<file path="src/rtl/addsub_pipe_if.sv">
// Operand/result handshake bundle for addsub_pipe.
// slave is the adder side, master the surrounding datapath.
interface addsub_pipe_if #(
    parameter int WIDTH = 16
);
    logic             valid_i;
    logic             ready_o;
    logic             sub_i;
    logic [WIDTH-1:0] a_i;
    logic [WIDTH-1:0] b_i;
    logic             valid_o;
    logic             ready_i;
    logic [WIDTH-1:0] res_o;
    logic             carry_o;
    logic             ovf_o;
    logic             zero_o;

    modport slave (
        input  valid_i, sub_i, a_i, b_i, ready_i,
        output ready_o, valid_o, res_o, carry_o, ovf_o, zero_o
    );

    modport master (
        output valid_i, sub_i, a_i, b_i, ready_i,
        input  ready_o, valid_o, res_o, carry_o, ovf_o, zero_o
    );
endinterface

</file>
<file path="src/rtl/addsub_pipe.sv">
// Pipelined add/sub: carry chain split into NSTAGES registered segments.
// Define ADDSUB_SAT_EN for signed saturation of res_o.
module addsub_pipe #(
    parameter int WIDTH   = 16,
    parameter int NSTAGES = 2
) (
    input logic          clk_i,
    input logic          rst_i,
    addsub_pipe_if.slave bus
);
    localparam int SEG  = WIDTH / NSTAGES;
    localparam int LAST = NSTAGES - 1;

    logic               adv;
    logic [WIDTH-1:0]   b_eff;
    logic [NSTAGES-1:0] vld;

    assign adv         = ~bus.valid_o | bus.ready_i;
    assign bus.ready_o = adv;
    assign b_eff       = bus.sub_i ? ~bus.b_i : bus.b_i;

    always_ff @(posedge clk_i) begin
        if (rst_i) begin
            vld <= '0;
        end else if (adv) begin
            vld[0] <= bus.valid_i;
            for (int k = 1; k < NSTAGES; k++) begin
                vld[k] <= vld[k-1];
            end
        end
    end

    // Stage k adds segment k; operands above it ride along, finished
    // result bits below it are carried forward so the word exits whole.
    for (genvar k = 0; k < NSTAGES; k++) begin : g_st
        localparam int RW = WIDTH - k * SEG;

        logic [RW-1:0]        a_in;
        logic [RW-1:0]        b_in;
        logic                 c_in;
        logic [SEG:0]         sum;
        logic [(k+1)*SEG-1:0] r_in;

        if (k == 0) begin : g_src
            assign a_in = bus.a_i;
            assign b_in = b_eff;
            assign c_in = bus.sub_i;
            assign r_in = sum[SEG-1:0];
        end else begin : g_src
            assign a_in = g_st[k-1].g_reg.a_q;
            assign b_in = g_st[k-1].g_reg.b_q;
            assign c_in = g_st[k-1].g_reg.c_q;
            assign r_in = {sum[SEG-1:0], g_st[k-1].g_reg.r_q};
        end

        assign sum = {1'b0, a_in[SEG-1:0]}
                   + {1'b0, b_in[SEG-1:0]}
                   + {{SEG{1'b0}}, c_in};

        if (k < LAST) begin : g_reg
            logic [RW-SEG-1:0]    a_q;
            logic [RW-SEG-1:0]    b_q;
            logic                 c_q;
            logic [(k+1)*SEG-1:0] r_q;

            always_ff @(posedge clk_i) begin
                if (rst_i) begin
                    a_q <= '0;
                    b_q <= '0;
                    c_q <= 1'b0;
                    r_q <= '0;
                end else if (adv) begin
                    a_q <= a_in[RW-1:SEG];
                    b_q <= b_in[RW-1:SEG];
                    c_q <= sum[SEG];
                    r_q <= r_in;
                end
            end
        end
    end

    logic [WIDTH-1:0] fin;
    logic             fin_c;
    logic             fin_v;
    logic             a_msb;
    logic [WIDTH-1:0] res_d;

    assign fin   = g_st[LAST].r_in;
    assign fin_c = g_st[LAST].sum[SEG];
    assign a_msb = g_st[LAST].a_in[SEG-1];
    assign fin_v = (a_msb == g_st[LAST].b_in[SEG-1])
                && (fin[WIDTH-1] != a_msb);

`ifdef ADDSUB_SAT_EN
    // On overflow both operands share a's sign, so clamp toward it.
    assign res_d = !fin_v ? fin
                 : a_msb  ? {1'b1, {(WIDTH-1){1'b0}}}
                          : {1'b0, {(WIDTH-1){1'b1}}};
`else
    assign res_d = fin;
`endif

    logic [WIDTH-1:0] res_q;
    logic             carry_q;
    logic             ovf_q;
    logic             zero_q;

    always_ff @(posedge clk_i) begin
        if (rst_i) begin
            res_q   <= '0;
            carry_q <= 1'b0;
            ovf_q   <= 1'b0;
            zero_q  <= 1'b0;
        end else if (adv) begin
            res_q   <= res_d;
            carry_q <= fin_c;
            ovf_q   <= fin_v;
            zero_q  <= ~|fin;
        end
    end

    assign bus.valid_o = vld[LAST];
    assign bus.res_o   = res_q;
    assign bus.carry_o = carry_q;
    assign bus.ovf_o   = ovf_q;
    assign bus.zero_o  = zero_q;
endmodule
</file>
<file path="src/flat_wrapper.sv">
// flat-port wrapper written by rule: the top's interface ports become plain ports
module addsub_pipe_flat 
#(
    parameter int WIDTH   = 16,
    parameter int NSTAGES = 2
)
  (clk_i, rst_i, bus_valid_i, bus_sub_i, bus_a_i, bus_b_i, bus_ready_i, bus_ready_o, bus_valid_o, bus_res_o, bus_carry_o, bus_ovf_o, bus_zero_o);
  addsub_pipe_if #(.WIDTH(WIDTH)) bus_i ();
  input logic clk_i;
  input logic rst_i;
  input wire logic [$bits(bus_i.valid_i)-1:0] bus_valid_i;
  input wire logic [$bits(bus_i.sub_i)-1:0] bus_sub_i;
  input wire logic [$bits(bus_i.a_i)-1:0] bus_a_i;
  input wire logic [$bits(bus_i.b_i)-1:0] bus_b_i;
  input wire logic [$bits(bus_i.ready_i)-1:0] bus_ready_i;
  output wire logic [$bits(bus_i.ready_o)-1:0] bus_ready_o;
  output wire logic [$bits(bus_i.valid_o)-1:0] bus_valid_o;
  output wire logic [$bits(bus_i.res_o)-1:0] bus_res_o;
  output wire logic [$bits(bus_i.carry_o)-1:0] bus_carry_o;
  output wire logic [$bits(bus_i.ovf_o)-1:0] bus_ovf_o;
  output wire logic [$bits(bus_i.zero_o)-1:0] bus_zero_o;
  assign bus_i.valid_i = bus_valid_i;
  assign bus_i.sub_i = bus_sub_i;
  assign bus_i.a_i = bus_a_i;
  assign bus_i.b_i = bus_b_i;
  assign bus_i.ready_i = bus_ready_i;
  assign bus_ready_o = bus_i.ready_o;
  assign bus_valid_o = bus_i.valid_o;
  assign bus_res_o = bus_i.res_o;
  assign bus_carry_o = bus_i.carry_o;
  assign bus_ovf_o = bus_i.ovf_o;
  assign bus_zero_o = bus_i.zero_o;
  addsub_pipe #(.WIDTH(WIDTH), .NSTAGES(NSTAGES)) u_core (.clk_i(clk_i), .rst_i(rst_i), .bus(bus_i));
endmodule
</file>
<file path="config.mk">
export PLATFORM = sky130hd
export DESIGN_NAME = addsub_pipe_flat
export DESIGN_NICKNAME = d
export VERILOG_FILES = /design/src/rtl/addsub_pipe_if.sv /design/src/rtl/addsub_pipe.sv /design/src/flat_wrapper.sv
export SDC_FILE = /design/constraint.sdc
export NUM_CORES = 1
export LEC_CHECK = 0
export ABC_CLOCK_PERIOD_IN_PS = 3300
export BUFFER_PORTS_ARGS = -buffer_cell sky130_fd_sc_hd__buf_2
export CAP_MARGIN = 20
export CORE_ASPECT_RATIO = 0.7
export CORE_MARGIN = 2
export CORE_UTILIZATION = 53
export CTS_CLUSTER_DIAMETER = 80
export DETAILED_ROUTE_END_ITERATION = 8
export PLACE_DENSITY = 0.91
export SYNTH_ARGS = -nofsm -noshare
export SYNTH_HDL_FRONTEND = slang
export SYNTH_SLANG_ARGS = --single-unit
</file>
<file path="constraint.sdc">
create_clock -name clk_i -period 3.3 [get_ports clk_i]
set_input_delay 0.495 -clock clk_i [delete_from_list [all_inputs] [get_ports clk_i]]
set_output_delay 0.495 -clock clk_i [all_outputs]
set_load 0.01 [all_outputs]
</file>
# ---- Word level (Yosys, flattened, before mapping)
# Cells that the tools add are included.
dict set report word_totals {
  reg_bits 46
  elab_cells 22
}
dict set report op_classes {
  addsub 4
  eq_ne 2
  mux 1
  bitwise_logic 3
  n_reduce_logical 3
}
# operator n
set ops {}
lappend ops {{8-bit by 8-bit adder with 9-bit output} 2}
lappend ops {{9-bit by 1-bit adder with 9-bit output} 2}
lappend ops {{16-bit 2-to-1 mux} 1}
lappend ops {{16-bit NOT} 1}
lappend ops {{16-bit OR reduction} 1}
lappend ops {{1-bit == test} 1}
lappend ops {{1-bit logical AND} 1}
lappend ops {{1-bit logical NOT} 1}
lappend ops {{1-bit != test} 1}
lappend ops {{1-bit NOT} 1}
lappend ops {{1-bit bitwise OR} 1}

# ---- Longest topological paths before layout
dict set report depth {
  depth_word 4
  depth_mapped 10
}

# ---- Worst setup path before layout
# Ideal clock, no wire load.
dict set report synth_path {
  path_type {input-to-reg}
  startpoint {in bus_sub_i}
  endpoint {reg u_core.g_st[0].g_reg.c_q}
  setup_ns 0.132
  arrival_time_ns 2.402
  slack_ns 0.766
  path_stages 9
  n_path_buf 2
  path_cell_list {buf_6 -> buf_2 -> xor2_1 -> fa_1 -> a21o_1 -> a21oi_1 -> o21ai_0 -> a2111oi_0 -> nor4_1}
}
dict set report synth_between {
  elab_chain_len 3
}
# element line_no
set synth_rtl {}
lappend synth_rtl {{start, declared} flat_wrapper.sv:12} ;# input wire logic [$bits(bus_i.sub_i)-1:0] bus_sub_i;
lappend synth_rtl {{16-bit 2-to-1 mux} addsub_pipe.sv:20} ;# assign b_eff = bus.sub_i ? ~bus.b_i : bus.b_i;
lappend synth_rtl {{8-bit by 8-bit adder with 9-bit output} addsub_pipe.sv:57} ;# + {1'b0, b_in[SEG-1:0]}
lappend synth_rtl {{9-bit by 1-bit adder with 9-bit output *} addsub_pipe.sv:58} ;# + {{SEG{1'b0}}, c_in};
lappend synth_rtl {{end signal, assigned} addsub_pipe.sv:75} ;# c_q <= sum[SEG];
lappend synth_rtl {{end, declared} addsub_pipe.sv:63} ;# logic c_q;
# Mark *: on every way between the ends. The rest lies on a longest branch, timed or not.
# A chain may end at the register's enable or synchronous reset.

# ---- Worst setup path in the final report
# Same ends and word-level chain as after synthesis.

==> flow_summary.json <==
{
  "final_layout_size_suffix_gt1_share_pct": 21.3,
  "global_route.overflow_total": 0,
  "reg2reg_setup_slack_ns": 1.03,
  "yosysMostFrequentCell": "sky130_fd_sc_hd__nand2_1",
  "detail_route.vias_per_cell": 5.30,
  "synth_enable_flop_cells": 0,
  "drtIter0Drc": 113,
  "cp.depth": 8,
  "cts_hold_repair_buffers": 0,
  "synthArstFlopShare_pct": 0,
  "all_layer_global_routing_usage_pct": 19.7,
  "synth_area_um2": 2360,
  "port-buffer-count": 57,
  "design.core.area_um2": 4300,
  "fin_crit_ns": 2.35,
  "preCtsSetupSlack_ns": 0.687,
  "final_setup_skew_ns": 0.00479,
  "post_synth_num_cell_types": 35,
  "worst_path_slowest_cell": "sky130_fd_sc_hd__a2111oi_0",
  "setup_tns_ns": 0,
  "count_of_vias_placed_by_the_detailed_router": 2056,
  "max_stage_delay_ns": 0.44,
  "setup_slack_ns": 0.947,
  "max_slew.worst_pin.slew_ns": 0.783,
  "maximum_number_of_pins_on_one_net_before_global_route_repair": 47,
  "final_max_slew_viol_count": 0,
  "cell_type_with_the_largest_total_area_after_synthesis": "sky130_fd_sc_hd__dfxtp_1",
  "design.die.area_um2": 5010,
  "floorplan_row_count": 20,
  "floorplan.initialDensity_pct": 54.8,
  "status": "complete, no violations",
  "regArea_um2": 921,
  "avgSynthCellArea_um2": 8.37,
  "area.growth.synth_to_final_pct": 16.4,
  "postSynth.topFlopCell": "sky130_fd_sc_hd__dfxtp_1",
  "worst-setup-path-type": "primary input to register",
  "final_antenna_net_count": 0,
  "syn-instance-count": 282,
  "chipHeight_um": 59.8,
  "path_buf_inv": 1,
  "static-leakage-power_nw": 1.29,
  "critPathRequiredTime_ns": 3.44,
  "number_of_antenna_violations_at_the_first_check_in_global_routing": 0,
  "dr.pass1.iters": 4,
  "setup_viol": 0,
  "syn_nets": 336,
  "io-pin-count": 58,
  "die_w_um": 83.8,
  "worstSetupStartpoint": "bus_sub_i",
  "netlist_top_cells_area": "sky130_fd_sc_hd__dfxtp_1 (39%), sky130_fd_sc_hd__nand2_1 (9.7%), sky130_fd_sc_hd__ha_1 (7.4%), sky130_fd_sc_hd__a21oi_1 (7.0%), sky130_fd_sc_hd__xnor2_1 (5.9%)",
  "crit_path_cell_trace": "buf_2, mux2_4, fa_1, a21o_1, a21oi_1, o21ai_0, a2111oi_0, nor4_1",
  "rr_endpoint": "u_core.bus.zero_o",
  "worst-endpoint-arrival_ns": 2.49,
  "max_clock_freq_mhz": 425,
  "post_cts_resized": 0,
  "clock_latency_of_the_later_clocked_register_in_the_worst_skew_pair_ns": 0.30,
  "antenna_cells": 0,
  "finalNetCount": 387,
  "post_cts_buffers": 0,
  "post-route-drc-count": 0,
  "multi_input_comb_area_um2": 1350,
  "final-hold-violation-count": 0,
  "whs_ns": 0.433,
  "grt_pass1_vias": 1768,
  "max-vdd-ir-drop_v": 0.000273,
  "cp_top_family": "compound AO/OA/AOI/OAI gates",
  "cts-buffers-inserted": 5,
  "path_max_fanout": 7,
  "cts_tree": "yes",
  "detailedPlacementHpwl_um": 3610,
  "grt_first_pass_wirelength_um": 7800,
  "ys_top_cells_by_count": "sky130_fd_sc_hd__nand2_1 (61), sky130_fd_sc_hd__dfxtp_1 (46), sky130_fd_sc_hd__a21oi_1 (33)",
  "yosys_register_bits": 46,
  "clock_sinks": 46,
  "yosysSeqAreaShare_pct": 39.0,
  "crit_path_end_kind": "register",
  "clockBufferDepth": 2,
  "timing.critical_path.from_type": "primary input",
  "place.gp.congestion": 0.876,
  "netlist.area_leader.share_pct": 39.0,
  "timing.rr.start": "u_core.g_st[0].g_reg.c_q",
  "cts.root.buffer_cell": "sky130_fd_sc_hd__clkbuf_8",
  "htree_levels": 2,
  "clk_pin_slew_worst_paths_ns": 0.08,
  "rsz0062_at_grt": "false",
  "timing.final.crit_share_pct": 71.3,
  "worst_r2r_path_depth": 10,
  "worst_setup_path_endpoint": "u_core.g_st[0].g_reg.c_q",
  "routed_wire_length_per_instance_um": 12.7,
  "cap_viol_max_count": 0,
  "max_slew_margin_pct": 47.8,
  "fillers": 381,
  "cellPowerDensity_nw_per_um2": 479,
  "drt-total-wl_um": 4910,
  "synth_warnings": 0,
  "classification_of_the_worst_slack_hold_path": "primary input to register"
}
==> final cells by class <==
class                           instances  share of cell area (%)
Tap cell                               55                    2.51
Clock buffer                            7                    2.78
Timing Repair Buffer                   60                    11.2
Sequential cell                        46                    33.5
Inverter                                5                   0.683
Multi-Input combinational cell        215                    49.3
==> state kept, by name (all words and copies together) (netlist names) <==
signal / flops
u_core.g_st.g_reg.c_q: 1
u_core.bus.zero_o: 1
u_core.vld: 2
u_core.bus.carry_o: 1
u_core.g_st.g_reg.a_q: 8
u_core.bus.ovf_o: 1
u_core.bus.res_o: 16
u_core.g_st.g_reg.r_q: 8
u_core.g_st.g_reg.b_q: 8
==> kinds of logic after synthesis <==
logic type	synth area share [%]
buf+inv	3.71
fa+ha+maj	9.97
mux	0.636
simple gates	17.3
xor+xnor	10.4
flops	39.0
compound gates	18.9
==> report_power, final <==
part           internal [mW]  switching, mW
combinational          0.157          0.186
clock                  0.146          0.175
sequential             0.616         0.0359
total                  0.919          0.398
==> how the worst min path moves through the flow <==
stage / from / to / cells past startpoint
2_1_floorplan: u_core.g_st[0].g_reg.a_q[0] / u_core.g_st[0].g_reg.a_q[0] / 2
3_5_place_dp: u_core.bus.res_o[0] / u_core.bus.res_o[0] / 2
6_report: bus_a_i[12] / u_core.g_st[0].g_reg.a_q[4] / 3
3_3_place_gp: u_core.bus.res_o[14] / u_core.bus.res_o[14] / 2
5_1_grt: bus_a_i[14] / u_core.g_st[0].g_reg.a_q[6] / 3
4_1_cts: bus_a_i[12] / u_core.g_st[0].g_reg.a_q[4] / 3
==> cells in the final DEF, fill, tap and decap left out, types with 4 or more instances in the layout <==
cell type | netlist | final
sky130_fd_sc_hd__a21oi_1 | 33 | 33
sky130_fd_sc_hd__nand2_1 | 61 | 61
sky130_fd_sc_hd__a21o_1 | 5 | 5
sky130_fd_sc_hd__xor2_1 | 12 | 12
sky130_fd_sc_hd__dfxtp_1 | 46 | 46
sky130_fd_sc_hd__clkbuf_8 | 0 | 5
sky130_fd_sc_hd__o21ai_0 | 5 | 5
sky130_fd_sc_hd__nor2_1 | 26 | 26
sky130_fd_sc_hd__a211oi_1 | 16 | 16
sky130_fd_sc_hd__buf_2 | 1 | 57
sky130_fd_sc_hd__inv_1 | 4 | 4
sky130_fd_sc_hd__ha_1 | 14 | 14
sky130_fd_sc_hd__xnor2_1 | 16 | 16
==> through the flow <==
stage	cells	power [mW]	area [µm²]	util, %
finish	388	1.32	2750	63.8
detailed placement	381	1.01	2670	62.0
global placement	381	0.993	2670	62.0
global route	388	1.39	2750	63.8
floorplan	282	0.903	2360	-
CTS	388	1.32	2750	63.8
==> tightest hold or removal path, delay by kind of cell <==
family / cells / cell delay [ns]
AO/OA/AOI/OAI: 1 / 0.05
buffers and inverters: 1 / 0.09
AND/OR/NAND/NOR: 1 / 0.04
==> layer usage <==
layer	global-route usage (%)	vias up	share of wire, %
li1	-	1063	-
met1	25.7	924	49
met2	32.9	61	43
met3	5.11	8	6.1
met4	5.53	0	1.6
met5	0	-	0
Note: power is estimated with default switching activity, not from simulation.
